**src/rtl/mem_access_unit.sv**
```systemverilog
// rtl/mem_access_unit.sv - MEM-stage load/store initiator for a word-addressed data memory
module mem_access_unit #(
    parameter int N     = 32,
    parameter int ADR_W = 8
) (
    input  logic             clk,
    input  logic             rst_n,
    input  logic             req,
    input  logic             we,
    input  logic [2:0]       funct3,
    input  logic [31:0]      addr,
    input  logic [N-1:0]     wdata,
    output logic             ready,
    output logic             done,
    output logic [N-1:0]     rdata,
    output logic             err,
    output logic [ADR_W-1:0] mem_adr,
    output logic             mem_write_en,
    output logic [N-1:0]     mem_data_in,
    input  logic [N-1:0]     mem_data_out
);

    localparam logic [1:0] S_IDLE = 2'd0;
    localparam logic [1:0] S_LO   = 2'd1;
    localparam logic [1:0] S_HI   = 2'd2;

    logic [1:0]       state;
    logic             we_q;
    logic [2:0]       f3_q;
    logic [ADR_W-1:0] a_q;
    logic [1:0]       o_q;
    logic [N-1:0]     wdata_q;
    logic [N-1:0]     byte_buf;

    logic [2:0]       size_n;
    logic             split;
    logic             legal;
    logic [2:0]       lane_k;
    logic [N-1:0]     merged;
    logic [N-1:0]     buf_next;
    logic [N-1:0]     load_ext;

    wire unused_addr_bits = ^addr[31:ADR_W+2];

    // Access size in bytes and whether the access spills into the next word
    always_comb begin
        size_n = 3'd4;
        if (f3_q[1:0] == 2'b00)
            size_n = 3'd1;
        else if (f3_q[1:0] == 2'b01)
            size_n = 3'd2;
        split = ({1'b0, o_q} + size_n) > 3'd4;
    end

    // Legal funct3 encodings for the incoming request
    always_comb begin
        if (we)
            legal = (funct3 == 3'b000) || (funct3 == 3'b001) || (funct3 == 3'b010);
        else
            legal = (funct3 == 3'b000) || (funct3 == 3'b001) || (funct3 == 3'b010) ||
                    (funct3 == 3'b100) || (funct3 == 3'b101);
    end

    // Lane j of the current word holds access byte k = j + 4*hi - o; the 3-bit
    // wrap makes lanes below the offset land on k >= 5, which fails k < n.
    always_comb begin
        merged   = mem_data_out;
        buf_next = byte_buf;
        lane_k   = 3'd0;
        for (int j = 0; j < 4; j++) begin
            lane_k = 3'(j) + ((state == S_HI) ? 3'd4 : 3'd0) - {1'b0, o_q};
            if (lane_k < size_n) begin
                merged[8*j +: 8]              = wdata_q[8*lane_k[1:0] +: 8];
                buf_next[8*lane_k[1:0] +: 8]  = mem_data_out[8*j +: 8];
            end
        end
    end

    // Sign or zero extension of the assembled load bytes
    always_comb begin
        case (f3_q)
            3'b000:  load_ext = {{24{buf_next[7]}}, buf_next[7:0]};
            3'b001:  load_ext = {{16{buf_next[15]}}, buf_next[15:0]};
            3'b100:  load_ext = {24'd0, buf_next[7:0]};
            3'b101:  load_ext = {16'd0, buf_next[15:0]};
            default: load_ext = buf_next;
        endcase
    end

    // Memory port drive; everything is quiet while idle
    always_comb begin
        ready        = (state == S_IDLE);
        mem_adr      = '0;
        mem_write_en = 1'b0;
        mem_data_in  = '0;
        if (state == S_LO)
            mem_adr = a_q;
        else if (state == S_HI)
            mem_adr = a_q + 1'b1;
        if (state != S_IDLE && we_q) begin
            mem_write_en = 1'b1;
            mem_data_in  = merged;
        end
    end

    // Access sequencer: accept, walk LO/HI, then report completion
    always_ff @(posedge clk or negedge rst_n) begin
        if (!rst_n) begin
            state    <= S_IDLE;
            we_q     <= 1'b0;
            f3_q     <= 3'd0;
            a_q      <= '0;
            o_q      <= 2'd0;
            wdata_q  <= '0;
            byte_buf <= '0;
            done     <= 1'b0;
            err      <= 1'b0;
            rdata    <= '0;
        end else begin
            done <= 1'b0;
            case (state)
                S_IDLE: begin
                    if (req) begin
                        we_q    <= we;
                        f3_q    <= funct3;
                        a_q     <= addr[ADR_W+1:2];
                        o_q     <= addr[1:0];
                        wdata_q <= wdata;
                        if (legal) begin
                            state <= S_LO;
                        end else begin
                            done  <= 1'b1;
                            err   <= 1'b1;
                            rdata <= '0;
                        end
                    end
                end
                S_LO, S_HI: begin
                    if (!we_q)
                        byte_buf <= buf_next;
                    if (state == S_LO && split) begin
                        state <= S_HI;
                    end else begin
                        state <= S_IDLE;
                        done  <= 1'b1;
                        err   <= 1'b0;
                        if (!we_q)
                            rdata <= load_ext;
                    end
                end
                default: state <= S_IDLE;
            endcase
        end
    end

endmodule

```
**config.mk**
```make
export PLATFORM = sky130hd
export DESIGN_NAME = mem_access_unit
export DESIGN_NICKNAME = d
export VERILOG_FILES = /design/src/rtl/mem_access_unit.sv
export SDC_FILE = /design/constraint.sdc
export NUM_CORES = 1
export LEC_CHECK = 0
export ABC_AREA = 1
export BUFFER_PORTS_ARGS = -buffer_cell sky130_fd_sc_hd__buf_2
export CAP_MARGIN = 30
export CELL_PAD_IN_SITES_DETAIL_PLACEMENT = 1
export CELL_PAD_IN_SITES_GLOBAL_PLACEMENT = 1
export CORE_ASPECT_RATIO = 2
export CORE_MARGIN = 3
export CORE_UTILIZATION = 35
export CTS_CLUSTER_SIZE = 24
export DETAILED_ROUTE_END_ITERATION = 7
export GPL_ROUTABILITY_DRIVEN = 0
export GPL_TIMING_DRIVEN = 0
export PLACE_DENSITY = 0.85
export SLEW_MARGIN = 10
export SYNTH_ARGS = -nofsm -noshare
export SYNTH_HDL_FRONTEND = slang
export SYNTH_SLANG_ARGS = --single-unit
```
**constraint.sdc**
```tcl
create_clock -name clk -period 3.8 [get_ports clk]
set_input_delay 0.76 -clock clk [delete_from_list [all_inputs] [get_ports clk]]
set_output_delay 0.76 -clock clk [all_outputs]
set_load 0.02 [all_outputs]
```
==> flow_summary.toml <==
[cells_and_area]
nNetsFinal = 1555
design_area_um2 = 10400
drive_gt1_share_pct = 20.9
num_antenna_cells = 0
area_growth_pct = 25.7

[synthesis]
yosysSeqAreaShare_pct = 34.4
synth-adder-area-share_pct = 3.11
synth_top_area_share_pct = 34.4
syn_area_per_cell_um2 = 6.69
yosysMostFrequentCell = "nand2_1"
synth-async-reset-ratio_pct = 100
synth_fp_nets = 1363
synthSimpleGateAreaFrac_pct = 33.9
synth_common_cells = "nand2_1 (357), o21ai_0 (133), nand3_1 (123)"
syn_inst = 1240
synth_top_family_by_area = "simple AND/OR/NAND/NOR gates"
synth_compound_area_share_pct = 17.6
synth_cell_type_count = 39
synth_edf_count = 0
muxShareOfSynthArea_pct = 1.76
ys_warn_count = 0
synthTopCellsByArea = "dfrtp_1 (34%), nand2_1 (16%), o21ai_0 (8.0%)"
synth_xor_area_share_pct = 0.211
synth_area_um2 = 8300
ys_seq_elements = 114
yosys.area.top_type = "dfrtp_1"
synth_flop_cell = "dfrtp_1"

[drt]
drc = 0
drt_iter0_markers = 640
vias = 10100
wl_per_cell_um = 23.8
drtAntennaViolNets = 0
avgViaCountPerCell = 5.84
wl_um = 41100
firstDrtPassIters = 5

[worst_setup_path]
r2r_start = "o_q[1]"
cp.arrival_ns = 3.22
worst-r2r-cell-count = 22
worstPathRequired_ns = 3.04
rrSetupSlack_ns = 0.28
cp_max_fo = 10
start_kind = "register"
reg2reg_to = "rdata[26]"
cp-end-kind = "output pin"
path_class = "reg2out"

[global_route]
grt_pass1_vias = 10800
grt-ovfl-total = 0
grt_max_degree = 68
antenna_found_initial = 0
grt_pass1_wl_um = 60700
grtUsageTotal_pct = 31.9

[timing]
fin_hold_ws_ns = 0.248
setup_viol_count_final = 1
setup_ws_ns = -0.179
finalHoldViolCount = 0
worstMarginPinSlew_ns = 0.662
fin_setup_tns_ns = -0.179
slew_headroom_pct = 55.9
fin_crit_ns = 3.98
fmax_mhz = 251
drv_slew = 0
fin_crit_sh_pct = 105
finalClockSkew_ns = 0.00740

[clocking]
clk_pin_slew_ns = 0.06
cts_max_level = 4
clockBufferDepth = 2
cts_tree = "yes"
clock_sink_count = 114
cts_made_buffers = 17
clk_latency_ns = 0.45
hold_buffers = 0
root_buffer = "clkbuf_16"

[place]
portBuffers = 156
place_area_um2 = 9510
place_ws_ns = -0.817
hpwl_um = 31200

[floorplanning]
initial_utilization_pct = 35.6
core-area_um2 = 23300
die_w_um = 115
chipHeight_um = 224
ios = 179
rows = 79
dieArea_um2 = 25700

[hold_path]
hp-class = "in2async"

[run_status]
violations = "setup timing"
outcome = "complete, but fails checks"

[run]
drv_cap = 0
-- area by class of cell --
cell class | instances | area [um^2]
Fill cell | 3118 | 12900
Multi-Input combinational cell | 945 | 4800
Sequential cell | 114 | 2860
Timing Repair Buffer | 176 | 962
Clock buffer | 21 | 470
Inverter | 109 | 433
Buffer | 69 | 388
Tap cell | 283 | 354
Clock inverter | 9 | 178
-- critical path, stage by stage (launching register included) --
cell	delay [ns]
dfrtp_2	0.45
buf_4	0.19
clkbuf_1	0.37
clkbuf_1	0.50
nand2_1	0.11
o21ai_0	0.23
nand2_1	0.16
a31oi_1	0.49
buf_2	0.27
-- how the worst max path moves through the flow --
| stage | to | startpoint | cells after the start | slack (ns) |
|---|---|---|---|---|
| after detailed placement | mem_data_in[22] | o_q[1] | 16 | -0.82 |
| final | mem_data_in[11] | o_q[0] | 8 | -0.18 |
| after CTS | mem_data_in[17] | o_q[1] | 12 | 0.002 |
| after global placement | mem_data_in[22] | o_q[1] | 16 | -0.76 |
| after global routing | mem_data_in[11] | o_q[0] | 8 | -0.15 |
| after floorplan | mem_data_in[22] | o_q[1] | 15 | 0.03 |
-- cell usage in the layout, fill, tap and decap left out, types with 3 or more instances in the layout --
cell	synthesis	routed
a211oi_2	0	12
nand3_2	11	11
nand2_2	7	9
o21ai_0	133	131
a21oi_1	54	52
nand2_1	357	355
ha_1	19	18
buf_4	4	24
nand3_4	3	3
clkbuf_8	0	3
nand3_1	123	123
a31oi_1	39	39
buf_6	4	7
clkinv_1	3	3
dfrtp_2	0	3
o211ai_1	7	7
nand4_1	31	31
buf_1	7	6
nor3_1	4	4
clkbuf_16	0	18
inv_1	98	96
nor2_2	2	5
mux2_2	13	13
bufinv_16	0	5
a211oi_1	17	5
nor2_1	104	101
buf_2	11	162
inv_2	5	6
clkbuf_1	46	41
o21ai_1	7	8
dfrtp_1	114	111
-- per-layer routing --
metal / part of all wire, % / track usage (%)
met2: 53 / 57.5
met1: 30 / 27.6
met5: 0 / 0
met3: 5.6 / 7.49
met4: 11 / 29.8
-- kinds of logic after synthesis --
| group | after synthesis |
|---|---|
| buffers and inverters | 181 |
| muxes | 13 |
| DFF | 114 |
| and+or+nand+nor | 647 |
| AOI/OAI and AO/OA | 263 |
| adders and majority gates | 20 |
| xor gates and xnor gates | 2 |
-- what timing repair did --
item,CTS,global route
cloned,0,0
pin swaps,1,3
gates resized for setup,26,20
buffers inserted,10,9
endpoints found under the hold margin,0,0
endpoints found under the setup margin,96,34
-- state kept, by name, indices dropped and copies added (netlist names), 2 cells and up --
name,count
o_q,2
wdata_q,32
rdata,32
state,2
byte_buf,32
f3_q,3
a_q,8
-- stage by stage --
step | cells | util (%)
5_1_grt | 1726 | 44.7
3_5_place_dp | 1680 | 40.8
4_1_cts | 1717 | 44.2
6_report | 1726 | 44.7
3_3_place_gp | 1679 | 40.6
2_1_floorplan | 1240 | -
Power is not shown: default switching activity piles up to over one toggle a cycle in this logic, so the estimate is an artifact.
